[src/rtl/uart_pkg.sv]
// Shared UART definitions: receiver state encoding and oversampling constants.
package uart_pkg;

    localparam int unsigned DEF_DATA_BITS = 8;
    localparam int unsigned TICKS_PER_BIT = 16;
    localparam int unsigned START_MID     = 7;
    localparam int unsigned TICK_CNT_W    = 4;

    typedef enum logic [1:0] {
        ST_IDLE  = 2'b00,
        ST_START = 2'b01,
        ST_DATA  = 2'b10,
        ST_STOP  = 2'b11
    } rx_state_e;

endpackage

[src/rtl/rx_sync.sv]
// Two-flop synchronizer for asynchronous single-bit inputs; both flops reset to RESET_VAL.
module rx_sync #(
    parameter logic RESET_VAL = 1'b1
) (
    input  logic i_clk,
    input  logic i_reset,
    input  logic i_async,
    output logic o_sync
);

    logic meta_q;
    logic sync_q;

    // Two-stage shift to settle metastability before the value is used
    always_ff @(posedge i_clk or negedge i_reset) begin
        if (!i_reset) begin
            meta_q <= RESET_VAL;
            sync_q <= RESET_VAL;
        end else begin
            meta_q <= i_async;
            sync_q <= meta_q;
        end
    end

    assign o_sync = sync_q;

endmodule

[src/rtl/uart_rx.sv]
// 8N1 UART receiver with 16x oversampling; reports good bytes and framing errors.
module uart_rx
    import uart_pkg::*;
#(
    parameter int unsigned DATA_BITS  = DEF_DATA_BITS,
    parameter int unsigned STOP_TICKS = 16
) (
    input  logic                 i_clk,
    input  logic                 i_reset,
    input  logic                 i_tick,
    input  logic                 i_rx,
    output logic [DATA_BITS-1:0] o_data,
    output logic                 o_rx_done,
    output logic                 o_frame_error
);

    localparam int unsigned NW = (DATA_BITS > 1) ? $clog2(DATA_BITS) : 1;

    logic                  rx_s;
    rx_state_e             state_q;
    logic [TICK_CNT_W-1:0] s_cnt_q;
    logic [NW-1:0]         n_cnt_q;
    logic [DATA_BITS-1:0]  b_q;
    logic [DATA_BITS-1:0]  data_q;
    logic                  rx_done_q;
    logic                  frame_err_q;

    rx_sync #(
        .RESET_VAL (1'b1)
    ) u_rx_sync (
        .i_clk   (i_clk),
        .i_reset (i_reset),
        .i_async (i_rx),
        .o_sync  (rx_s)
    );

    // Frame recovery FSM: start check at mid start bit, data at bit midpoints, stop check last
    always_ff @(posedge i_clk or negedge i_reset) begin
        if (!i_reset) begin
            state_q     <= ST_IDLE;
            s_cnt_q     <= '0;
            n_cnt_q     <= '0;
            b_q         <= '0;
            data_q      <= '0;
            rx_done_q   <= 1'b0;
            frame_err_q <= 1'b0;
        end else begin
            rx_done_q   <= 1'b0;
            frame_err_q <= 1'b0;
            case (state_q)
                ST_IDLE: begin
                    // Falling edge is taken immediately so the tick phase sets the sample grid
                    if (!rx_s) begin
                        state_q <= ST_START;
                        s_cnt_q <= '0;
                    end
                end
                ST_START: begin
                    if (i_tick) begin
                        if (s_cnt_q == TICK_CNT_W'(START_MID)) begin
                            if (!rx_s) begin
                                state_q <= ST_DATA;
                                s_cnt_q <= '0;
                                n_cnt_q <= '0;
                            end else begin
                                state_q <= ST_IDLE;
                            end
                        end else begin
                            s_cnt_q <= s_cnt_q + TICK_CNT_W'(1);
                        end
                    end
                end
                ST_DATA: begin
                    if (i_tick) begin
                        if (s_cnt_q == TICK_CNT_W'(TICKS_PER_BIT - 1)) begin
                            s_cnt_q <= '0;
                            b_q     <= {rx_s, b_q[DATA_BITS-1:1]};
                            if (n_cnt_q == NW'(DATA_BITS - 1)) begin
                                state_q <= ST_STOP;
                            end else begin
                                n_cnt_q <= n_cnt_q + NW'(1);
                            end
                        end else begin
                            s_cnt_q <= s_cnt_q + TICK_CNT_W'(1);
                        end
                    end
                end
                ST_STOP: begin
                    if (i_tick) begin
                        if (s_cnt_q == TICK_CNT_W'(STOP_TICKS - 1)) begin
                            // Back to IDLE at stop midpoint so an abutting start bit is caught
                            state_q <= ST_IDLE;
                            if (rx_s) begin
                                data_q    <= b_q;
                                rx_done_q <= 1'b1;
                            end else begin
                                frame_err_q <= 1'b1;
                            end
                        end else begin
                            s_cnt_q <= s_cnt_q + TICK_CNT_W'(1);
                        end
                    end
                end
                default: begin
                    state_q <= ST_IDLE;
                end
            endcase
        end
    end

    assign o_data        = data_q;
    assign o_rx_done     = rx_done_q;
    assign o_frame_error = frame_err_q;

endmodule

[config.mk]
export PLATFORM = sky130hd
export DESIGN_NAME = uart_rx
export DESIGN_NICKNAME = d
export VERILOG_FILES = /design/src/rtl/uart_pkg.sv /design/src/rtl/rx_sync.sv /design/src/rtl/uart_rx.sv
export SDC_FILE = /design/constraint.sdc
export NUM_CORES = 1
export LEC_CHECK = 0
export BUFFER_PORTS_ARGS = -buffer_cell sky130_fd_sc_hd__buf_2
export CAP_MARGIN = 20
export CORE_MARGIN = 1.5
export CORE_UTILIZATION = 52
export CTS_BUF_LIST = sky130_fd_sc_hd__clkbuf_4 sky130_fd_sc_hd__clkbuf_8 sky130_fd_sc_hd__clkbuf_16
export CTS_CLUSTER_SIZE = 10
export DETAILED_ROUTE_END_ITERATION = 16
export PLACE_DENSITY = 0.72
export RECOVER_POWER = 100
export SETUP_SLACK_MARGIN = 0.15
export SLEW_MARGIN = 20
export SYNTH_ARGS = -nofsm -noshare
export SYNTH_HDL_FRONTEND = slang
export SYNTH_SLANG_ARGS = --single-unit
[constraint.sdc]
create_clock -name i_clk -period 2.35 [get_ports i_clk]
set_clock_uncertainty 0.15 [all_clocks]
set_input_delay 0.3525 -clock i_clk [delete_from_list [all_inputs] [get_ports i_clk]]
set_output_delay 0.3525 -clock i_clk [all_outputs]
set_load 0.03 [all_outputs]
; After elaboration in Yosys (flattened, before gate mapping)
; Cells that the tools add are included.
[totals]
out_inout_bits = 10
latchBits = 0
word_cells = 68
mem_count = 0
ramBits = 0
romBits = 0
regBits = 29
[classes]
mux = 33
n_eq_ne = 17
bitwise = 0
div_mod_pow = 0
n_shift = 0
add_sub_neg = 2
n_mul = 0
reduce_logical = 7
order_cmp = 0
[ops]
columns = op, count
row1 = $mux 4, 7
row2 = $ne 2x2->1 const B, 11
row3 = $mux 2, 9
row4 = $mux 3, 6
row5 = $pmux 4 s4, 1
row6 = $mux 1, 8
row7 = $pmux 2 s4, 1
row8 = $reduce_and 4->1, 2
row9 = $reduce_and 8->1, 1
row10 = $reduce_and 7->1, 1
row11 = $pmux 3 s2, 1
row12 = $add 4x1->4 const B, 1
row13 = $eq 2x2->1 const B, 2
row14 = $eq 4x3->1 const B, 1
row15 = $eq 4x4->1 const B, 1
row16 = $add 3x1->3 const B, 1
row17 = $eq 3x3->1 const B, 1
row18 = $reduce_and 3->1, 1
row19 = $eq 2x1->1 const B, 1
row20 = $logic_not 2->1, 1
row21 = $reduce_bool 2->1, 1

; Depth between registers and ports, before layout
; Gate-level depths: netlist (run 1).
[depth]
depth_word = 5
depth_mapped = 6
mapped_depth_nobuf = 6

; Cells and area by module
; Synthesis (run 1) repeated with hierarchy kept, for this count alone.
[hier_totals]
hier_cells = 100
hier_area_um2 = 1295.0
[by_module_without_submodules]
columns = module, area_each_um2, cells_per_inst, n_inst, seq_area_each_um2
row1 = uart_rx, 1242.4, 98, 1, 675.6
row2 = rx_sync, 52.6, 2, 1, 52.6

; Worst setup path after synthesis (run 1)
; Ideal clock, no wire load.
[synth_path]
path_kind = register to register
start = register n_cnt_q[0]
end = register n_cnt_q[0]
path_slack_ns = 0.467
setup_ns = 0.128
stages_incl_launch_ff = 6
arrival_ns = 1.605
synth_period_minus_slack_ns = 1.883
required_ns = 2.072
path_buffers = 0
cell_sequence = dfrtp_1 ha_1 ha_1 o32a_1 nor3_2 mux2_1
[synth_between]
elab_chain_cells = 5
word_cells_on_any_way = 8
cone_classes = 1 x add/sub / 2 x eq/ne / 4 x mux / 1 x reduce/logical
[synth_rtl]
columns = element, line
row1 = start: declaration, uart_rx.sv:22  ; logic [NW-1:0] n_cnt_q;
row2 = start signal: assignment, uart_rx.sv:81  ; n_cnt_q <= n_cnt_q + NW'(1);
row3 = $add 3x1->3, uart_rx.sv:81
row4 = $mux 3, uart_rx.sv:78  ; if (n_cnt_q == NW'(DATA_BITS - 1)) begin
row5 = $mux 3, uart_rx.sv:75  ; if (s_cnt_q == TICK_CNT_W'(TICKS_PER_BIT - 1)) begin
row6 = $mux 3, uart_rx.sv:74  ; if (i_tick) begin
row7 = $pmux 3 s2, uart_rx.sv:50  ; case (state_q)
; Parallel ways exist; a longest one is shown, timed or not. The select of a mux whose other input is x is not followed.
; A chain may end at the register's enable or synchronous reset.

; Worst setup path after layout (run 1)
[layout_path]
start = register s_cnt_q[0]
end = register n_cnt_q[0]
[layout_between]
elab_chain_cells = 3
word_cells_on_any_way = 5
cone_classes = 4 x eq/ne / 1 x reduce/logical
[layout_rtl]
columns = element, line
row1 = start: declaration, uart_rx.sv:21  ; logic [TICK_CNT_W-1:0] s_cnt_q;
row2 = start signal: assignment, uart_rx.sv:69  ; s_cnt_q <= s_cnt_q + TICK_CNT_W'(1);
row3 = start signal: assignment, uart_rx.sv:84  ; s_cnt_q <= s_cnt_q + TICK_CNT_W'(1);
row4 = start signal: assignment, uart_rx.sv:100  ; s_cnt_q <= s_cnt_q + TICK_CNT_W'(1);
row5 = $eq 4x4->1 or $eq 4x3->1 (tied branches), "uart_rx.sv:75, uart_rx.sv:60"
row6 = $ne 2x2->1 (no line), n/a
row7 = $reduce_and 7->1 (no line) (*), n/a
; Every way passes the cells marked *; elsewhere a longest branch is shown, timed or not.

==> results of run 1 <==
==> worst max-delay path: stages, from the launching register on <==
cell and delay (ns):
dfrtp_1 0.40, ha_1 0.29, and2_0 0.31, a31oi_1 0.14
nor3_2 0.27, mux2_1 0.35
==> synth_stat cells, drive strengths merged, types with 2 or more instances <==
cell type | count | area share
a21oi | 2 | 0.0076
mux2 | 19 | 0.16
buf | 2 | 0.0095
ha | 3 | 0.029
dfstp | 2 | 0.040
o22a | 2 | 0.013
nor3 | 3 | 0.015
inv | 5 | 0.014
o21ai | 3 | 0.011
nand2b | 2 | 0.0095
a21o | 2 | 0.011
nand2 | 3 | 0.0086
nand3 | 3 | 0.015
nor2 | 10 | 0.031
dfrtp | 27 | 0.52
==> cells by family after synthesis <==
kind of cell,after synthesis
buffers and inverters,8
flip-flops,29
multiplexers,19
XOR/XNOR,1
adder cells (fa/ha/maj),3
AO/OA/AOI/OAI,18
AND/OR/NAND/NOR,27
==> state kept, by name, summed over array words and instances, names as in the netlist, named ones only <==
signal / cells
b_q: 8
s_cnt_q: 4
n_cnt_q: 3
o_frame_error: 1
o_data: 8
state_q: 1
u_rx_sync.o_sync: 1
u_rx_sync.meta_q: 1
o_rx_done: 1
==> layout by cell type (no fill, tap or decap), types with 2 or more instances in the layout <==
cell type / count
o22a_1: 2
mux2_2: 16
dfrtp_1: 27
buf_2: 3
nand2_1: 3
nor3_1: 2
o21ai_0: 3
dlygate4sd3_1: 2
nor2_1: 9
dfstp_2: 2
nand2b_1: 2
a21oi_1: 2
inv_1: 5
nand3_1: 2
clkbuf_4: 6
a21o_1: 2
ha_1: 3
clkbuf_1: 10
mux2_1: 3
==> per-layer routing <==
layer  vias up  track usage  share of wire
li1        422            -              -
met1       424        0.215           0.45
met2        17        0.308           0.49
met3         6       0.0678          0.035
met4         0        0.132          0.028
met5         -            0              0
==> layout make-up <==
type                            count  area (um^2)  share of cell area
Tap cell                           30         37.5              0.0251
Multi-Input combinational cell     68          542               0.362
Clock buffer                        7         58.8              0.0393
Sequential cell                    29          728               0.487
Inverter                            5         18.8              0.0126
Timing Repair Buffer               16         80.1              0.0536
Clock inverter                      1         30.0              0.0201
==> worst paths after layout <==
path                                                    to                  startpoint  slack, ns  depth (start not counted)
worst max-delay path                n_cnt_q[0]$_DFFE_PN0P_      s_cnt_q[0]$_DFFE_PN0P_       0.30                          5
worst min-delay path            u_rx_sync.o_sync$_DFF_PN1_  u_rx_sync.meta_q$_DFF_PN1_       0.19                          0
min in group asynchronous               b_q[6]$_DFFE_PN0P_                     i_reset       0.42                          2
worst max register to register      n_cnt_q[0]$_DFFE_PN0P_      s_cnt_q[0]$_DFFE_PN0P_       0.30                          5
worst min register to register  u_rx_sync.o_sync$_DFF_PN1_  u_rx_sync.meta_q$_DFF_PN1_       0.19                          0
max in group asynchronous            o_data[6]$_DFFE_PN0P_                     i_reset       1.20                          2
==> where the power goes <==
part	switching (mW)	leakage (nW)	total [mW]	internal, mW
Sequential	0.0862	0.384	0.639	0.553
Combinational	0.133	0.289	0.255	0.121
Clock	0.168	0.0489	0.433	0.266
Total	0.387	0.722	1.33	0.940
==> stage by stage <==
stage                     std cells  hold slack [ns]  total power, mW  cell area, um^2  utilization
after floorplan                 105          -0.0931            0.841             1310            -
after global placement          146            0.196            0.891             1400        0.576
after detailed placement        146            0.203            0.899             1400        0.576
after CTS                       156            0.189             1.34             1510        0.620
after global routing            156            0.195             1.41             1500        0.615
final                           156            0.185             1.33             1500        0.615
==> what timing repair did <==
| item | CTS | global route |
|---|---|---|
| hold buffers | 2 | 0 |
| hold endpoints to repair | 28 | 0 |
| endpoints found under the setup margin | 0 | 0 |
| resized for setup | 0 | 0 |
==> flow_summary.json, run 1 <==
{
  "max-clock-path-buffers": 2,
  "post_cts_buffers": 0,
  "drv_cap": 0,
  "synth_mux_area_frac": 0.163,
  "period_needed_ns": 2.05,
  "grt_pass1_vias": 861,
  "place_hpwl_um": 1460,
  "antenna_cells": 0,
  "root_buffer": "clkbuf_4",
  "finalWirelength_um": 2140,
  "grt_pass1_wl_um": 3760,
  "clock_sinks": 29,
  "worstMarginPinSlew_ns": 0.627,
  "nFillCells": 216,
  "rsz0062_at_grt": "no",
  "fin_nets": 132,
  "avgSynthCellArea_um2": 12.5,
  "outcome": "finished clean",
  "leakagePower_nw": 0.722,
  "irDropWorstVdd_mv": 0.857,
  "worstSetupPathType": "flip-flop to flip-flop",
  "num_vias": 869,
  "cp_max_fo": 6,
  "h-tree-depth": 2,
  "fin_ws_ns": 0.300,
  "wl_per_cell_um": 13.7,
  "overflow": 0,
  "drt_iter0_drc": 27,
  "die_x_um": 53.2,
  "synth_fp_nets": 112,
  "drive_gt1_frac": 0.270,
  "start_util": 0.539,
  "critPathArrivalTime_ns": 2.09,
  "cts_tree": "built",
  "synth_top_flop_cell": "dfrtp_1",
  "place_ws_ns": 0.331,
  "cp-start-kind": "flip-flop",
  "fmax_mhz": 488,
  "coreArea_mm2": 0.00243,
  "insertion_delay_ns": 0.32,
  "ys_warn_count": 0,
  "io_pins": 14,
  "rows": 18,
  "die_height_um": 53.2,
  "relSlewSlack": 0.582,
  "timing.final.crit_share": 0.873,
  "hold_class": "flip-flop to flip-flop",
  "ys_seq_area_frac": 0.556,
  "finalWeightedCongestion": 0.792,
  "end_kind": "flip-flop",
  "finalHoldViolCount": 0,
  "synth_cell_types": 37,
  "grt_use_total": 0.194,
  "syn_inst": 105,
  "io_buffer_count": 13,
  "async_flop_share": 1.00,
  "worstPathRequired_ns": 2.39,
  "grt_max_degree": 30,
  "ys_ff_latch": 29,
  "drtPass1Iterations": 4,
  "synth_area_mm2": 0.00131,
  "cts_buffers": 5,
  "antenna_left": 0,
  "dieArea_mm2": 0.00283,
  "antenna_found_initial": 0,
  "power_density_mw_per_mm2": 888,
  "synth-xor-area-share": 0.00669,
  "synthSimpleGateAreaFrac": 0.115,
  "maxSlewViolCount": 0,
  "synth-adder-area-share": 0.0287,
  "setup_violations": 0,
  "synth_top_family_by_area": "multiplexers",
  "via_per_inst": 5.57,
  "drc_errors": 0,
  "tns_ns": 0,
  "syn2layout_area_growth_pct": 14.1,
  "synth_edf_count": 0,
  "clkTransAtPathRegs_ns": 0.10,
  "synth_compound_area_frac": 0.101
}
Power figures use the tool's default switching activity.
==> inputs of run 2 (changes only) <==
--- a/config.mk
+++ b/config.mk
@@ -7,12 +7,15 @@
 export LEC_CHECK = 0
 export BUFFER_PORTS_ARGS = -buffer_cell sky130_fd_sc_hd__buf_2
 export CAP_MARGIN = 20
+export CELL_PAD_IN_SITES_DETAIL_PLACEMENT = 0
+export CELL_PAD_IN_SITES_GLOBAL_PLACEMENT = 1
 export CORE_MARGIN = 1.5
-export CORE_UTILIZATION = 52
+export CORE_UTILIZATION = 46
 export CTS_BUF_LIST = sky130_fd_sc_hd__clkbuf_4 sky130_fd_sc_hd__clkbuf_8 sky130_fd_sc_hd__clkbuf_16
 export CTS_CLUSTER_SIZE = 10
 export DETAILED_ROUTE_END_ITERATION = 16
-export PLACE_DENSITY = 0.72
+export GPL_ROUTABILITY_DRIVEN = 0
+export PLACE_DENSITY_LB_ADDON = 0.1
 export RECOVER_POWER = 100
 export SETUP_SLACK_MARGIN = 0.15
 export SLEW_MARGIN = 20
==> flow_summary.json, run 2 (synthesized netlist as in run 1, its figures left out) <==
{
  "worstPathRequired_ns": 2.41,
  "placed_cell_area_mm2": 0.00141,
  "grt_pass1_vias": 892,
  "busiest_layer": "met2",
  "io_pins": 14,
  "total_power_mw": 1.34,
  "timing.final.crit_share": 0.875,
  "hp-start": "u_rx_sync.meta_q$_DFF_PN1_",
  "fin_ws_ns": 0.293,
  "drc_errors": 0,
  "place_ws_ns": 0.339,
  "cts_buffers": 5,
  "grtUsageMet1": 0.223,
  "nFillCells": 237,
  "start_util": 0.479,
  "cp_max_fo": 6,
  "finalWirelength_um": 2240,
  "met2_usage": 0.252,
  "overflow": 0,
  "max-clock-path-buffers": 2,
  "antenna_left": 0,
  "relSlewSlack": 0.591,
  "maxSlewViolCount": 0,
  "stdcell_area_mm2": 0.00150,
  "grt_max_degree": 30,
  "insertion_delay_ns": 0.33,
  "setup_violations": 0,
  "antenna_found_initial": 0,
  "die_height_um": 56.4,
  "syn2layout_area_growth_pct": 14.8,
  "period_needed_ns": 2.06,
  "wl_per_cell_um": 14.2,
  "crit_start": "s_cnt_q[0]$_DFFE_PN0P_",
  "die_x_um": 56.4,
  "root_buffer": "clkbuf_4",
  "leakagePower_nw": 0.726,
  "worstSetupPathType": "flip-flop to flip-flop",
  "hold_class": "flip-flop to flip-flop",
  "io_buffer_count": 13,
  "use_met3": 0.0622,
  "mostFrequentLayoutCells": "27 x dfrtp_1, 16 x mux2_2, 10 x clkbuf_1",
  "hold_ws_ns": 0.211,
  "cp-start-kind": "flip-flop",
  "place_hpwl_um": 1600,
  "drv_cap": 0,
  "grt_pass1_wl_um": 4100,
  "finalHoldViolCount": 0,
  "critPathArrivalTime_ns": 2.12,
  "drive_gt1_frac": 0.276,
  "cts_tree": "built",
  "rsz0062_at_grt": "no",
  "clock_sinks": 29,
  "irDropWorstVdd_mv": 0.677,
  "worstMarginPinSlew_ns": 0.614,
  "reg2reg_slack_ns": 0.29,
  "via_per_inst": 5.51,
  "power_density_mw_per_mm2": 894,
  "grt_use_total": 0.174,
  "drt_iter0_drc": 32,
  "post_cts_buffers": 0,
  "rows": 19,
  "dieArea_mm2": 0.00318,
  "num_vias": 870,
  "drtPass1Iterations": 4,
  "clkTransAtPathRegs_ns": 0.09,
  "coreArea_mm2": 0.00273,
  "r2r_start": "s_cnt_q[0]$_DFFE_PN0P_",
  "antenna_cells": 0,
  "fmax_mhz": 486,
  "h-tree-depth": 2,
  "outcome": "finished clean",
  "fin_nets": 133,
  "end_kind": "flip-flop",
  "layout.cells.most_common": "dfrtp_1",
  "tns_ns": 0
}
run 2: cell types whose count changed in the layout (fill, tap and decap cells not counted):
cell   previous run  this run
buf_4             1         2
run 2: area by class of cell:
class / count / area (um^2) / area share
Inverter: 5 / 18.8 / 0.0125
Timing Repair Buffer: 17 / 87.6 / 0.0582
Multi-Input combinational cell: 68 / 542 / 0.360
Tap cell: 31 / 38.8 / 0.0258
Clock buffer: 7 / 58.8 / 0.0391
Clock inverter: 1 / 30.0 / 0.0200
Sequential cell: 29 / 728 / 0.484
run 2: routing by layer:
metal  routed length, um  vias up
met5                   0        -
met1                1060      428
met2                1040       11
met3                  75        8
li1                    -      423
met4                  62        0
run 2: path summary, 6_finish.rpt:
check                                              to  cells after the start
min in group asynchronous         o_rx_done$_DFF_PN0_                      2
max reg2reg                    n_cnt_q[0]$_DFFE_PN0P_                      5
max                            n_cnt_q[0]$_DFFE_PN0P_                      5
min reg2reg                u_rx_sync.o_sync$_DFF_PN1_                      0
min                        u_rx_sync.o_sync$_DFF_PN1_                      0
max in group asynchronous      s_cnt_q[2]$_DFFE_PN0P_                      2
run 2: where the power goes:
group	switching, mW	total, mW	internal (mW)	leakage [nW]
Clock	0.168	0.433	0.265	0.0489
Combinational	0.164	0.296	0.132	0.294
Sequential	0.0617	0.615	0.553	0.384
Total	0.393	1.34	0.951	0.726
run 2: what timing repair did:
action,4_1_cts,5_1_grt
resized for setup,0,0
hold buffers,2,0
endpoints found under the hold margin,28,0
run 2: per-stage QoR:
stage / util / std cells
2_1_floorplan: - / 105
3_3_place_gp: 0.515 / 148
3_5_place_dp: 0.515 / 148
4_1_cts: 0.555 / 158
5_1_grt: 0.550 / 158
6_report: 0.550 / 158
run 2: critical path: stages (launching register included):
cell and delay [ns]:
dfrtp_1 0.40, ha_1 0.27, and2_0 0.34, a31oi_1 0.15, nor3_2 0.29, mux2_1 0.36
==> inputs of run 3 (changes only) <==
--- a/config.mk
+++ b/config.mk
@@ -9,7 +9,6 @@
 export CAP_MARGIN = 20
 export CELL_PAD_IN_SITES_DETAIL_PLACEMENT = 0
 export CELL_PAD_IN_SITES_GLOBAL_PLACEMENT = 1
-export CORE_MARGIN = 1.5
 export CORE_UTILIZATION = 46
 export CTS_BUF_LIST = sky130_fd_sc_hd__clkbuf_4 sky130_fd_sc_hd__clkbuf_8 sky130_fd_sc_hd__clkbuf_16
 export CTS_CLUSTER_SIZE = 10
==> flow_summary.json, run 3 (synthesized netlist as in run 1, its figures left out) <==
{
  "outcome": "finished clean",
  "clkTransAtPathRegs_ns": 0.09,
  "num_vias": 862,
  "antenna_cells": 0,
  "relSlewSlack": 0.584,
  "finalHoldViolCount": 0,
  "post_cts_resized": 0,
  "cts_tree": "built",
  "rsz0062_at_grt": "no",
  "cp_top_family": "simple AND/OR/NAND/NOR gates",
  "drv_cap": 0,
  "cp_max_fo": 6,
  "wl_per_cell_um": 14.2,
  "syn2layout_area_growth_pct": 13.3,
  "die_x_um": 55.4,
  "mostFrequentLayoutCells": "27 x dfrtp_1, 16 x mux2_2, 10 x clkbuf_1",
  "coreArea_mm2": 0.00259,
  "antenna_found_initial": 0,
  "nFillCells": 223,
  "post_cts_buffers": 0,
  "p_comb_frac": 0.234,
  "postCtsHoldBufs": 2,
  "setup_violations": 0,
  "worstMarginPinSlew_ns": 0.624,
  "multi_input_comb_area_um2": 542,
  "cp_slowest_stage_delay_ns": 0.41,
  "drive_gt1_frac": 0.276,
  "drtPass1Iterations": 4,
  "hold_class": "flip-flop to flip-flop",
  "hold_ws_ns": 0.204,
  "cts_buffers": 5,
  "grt_pass1_wl_um": 3800,
  "io_pins": 14,
  "overflow": 0,
  "grt_pass1_vias": 844,
  "finalWirelength_um": 2230,
  "pwr-share-clk": 0.273,
  "critPathArrivalTime_ns": 2.13,
  "power_density_mw_per_mm2": 843,
  "tns_ns": 0,
  "start_util": 0.506,
  "root_buffer": "clkbuf_4",
  "clock_sinks": 29,
  "fmax_mhz": 483,
  "dieArea_mm2": 0.00307,
  "fin_nets": 133,
  "timing.critical_path.buf_inv": 0,
  "drc_errors": 0,
  "worstSetupPathType": "flip-flop to flip-flop",
  "place_hpwl_um": 1490,
  "rows": 18,
  "drt_iter0_drc": 8,
  "cp-start-kind": "flip-flop",
  "h-tree-depth": 2,
  "leakagePower_nw": 0.719,
  "p_switching_mw": 0.393,
  "grt_max_degree": 30,
  "crit_path_cell_trace": "ha_1 -> and2_0 -> a31oi_1 -> nor3_2 -> mux2_1",
  "irDropWorstVdd_mv": 0.550,
  "switching_share": 0.314,
  "worstPathRequired_ns": 2.41,
  "insertion_delay_ns": 0.32,
  "max-clock-path-buffers": 2,
  "cp_slowest_cell": "dfrtp_1",
  "p_int_mw": 0.858,
  "period_needed_ns": 2.07,
  "die_height_um": 55.4,
  "timing.final.crit_share": 0.881,
  "antenna_left": 0,
  "io_buffer_count": 13,
  "maxSlewViolCount": 0,
  "seq_area_um2": 728,
  "sequentialPowerShare": 0.493,
  "end_kind": "flip-flop",
  "via_per_inst": 5.49,
  "total_power_mw": 1.25,
  "grt_use_total": 0.166,
  "layout.cells.most_common": "dfrtp_1"
}
-- run 3: cell count changes in the layout (fill, tap and decap cells not counted) --
cell,previous run,this run
bufinv_16,1,0
clkbuf_8,1,2
clkinv_2,0,1
clkbuf_4,6,5
-- run 3: final cells by class --
cell class,count,area share
clock buffers,7,0.0438
clock inverters,1,0.00337
multi-input cells,68,0.365
well taps,30,0.0253
flip-flops and latches,29,0.491
repair buffers,17,0.0590
inverters,5,0.0126
-- run 3: final timing paths --
path | startpoint | endpoint | slack (ns) | cells past startpoint
setup / recovery | s_cnt_q[0]$_DFFE_PN0P_ | n_cnt_q[0]$_DFFE_PN0P_ | 0.28 | 5
hold / removal | u_rx_sync.meta_q$_DFF_PN1_ | u_rx_sync.o_sync$_DFF_PN1_ | 0.20 | 0
setup reg to reg | s_cnt_q[0]$_DFFE_PN0P_ | n_cnt_q[0]$_DFFE_PN0P_ | 0.28 | 5
hold reg to reg | u_rx_sync.meta_q$_DFF_PN1_ | u_rx_sync.o_sync$_DFF_PN1_ | 0.20 | 0
max in group asynchronous | i_reset | o_data[5]$_DFFE_PN0P_ | 1.22 | 2
min in group asynchronous | i_reset | state_q[0]$_DFFE_PN0P_ | 0.42 | 2
-- run 3: per-layer routing --
metal  vias to the layer above  wire [um]  GRT usage
met4                         0         46     0.0750
met1                       413       1040      0.190
li1                        425          -          -
met2                        19       1030      0.267
met5                         -          0          0
met3                         5        117     0.0726
-- run 3: through the flow --
| step | instances | util | instance area (um^2) | worst slack (ns) |
|---|---|---|---|---|
| finish | 157 | 0.573 | 1480 | 0.280 |
| global route | 157 | 0.573 | 1480 | 0.146 |
| CTS | 157 | 0.578 | 1500 | 0.301 |
| detailed placement | 147 | 0.543 | 1410 | 0.311 |
| global placement | 147 | 0.543 | 1410 | 0.409 |
| floorplan | 105 | - | 1310 | 0.467 |
-- run 3: power groups by stage --
stage                     Combinational [mW]  Clock, mW  Sequential, mW
after floorplan                        0.231          0           0.610
after global placement                 0.288          0           0.621
after detailed placement               0.291          0           0.625
after CTS                              0.297      0.357           0.616
after global routing                   0.335      0.374           0.628
final                                  0.293      0.341           0.617
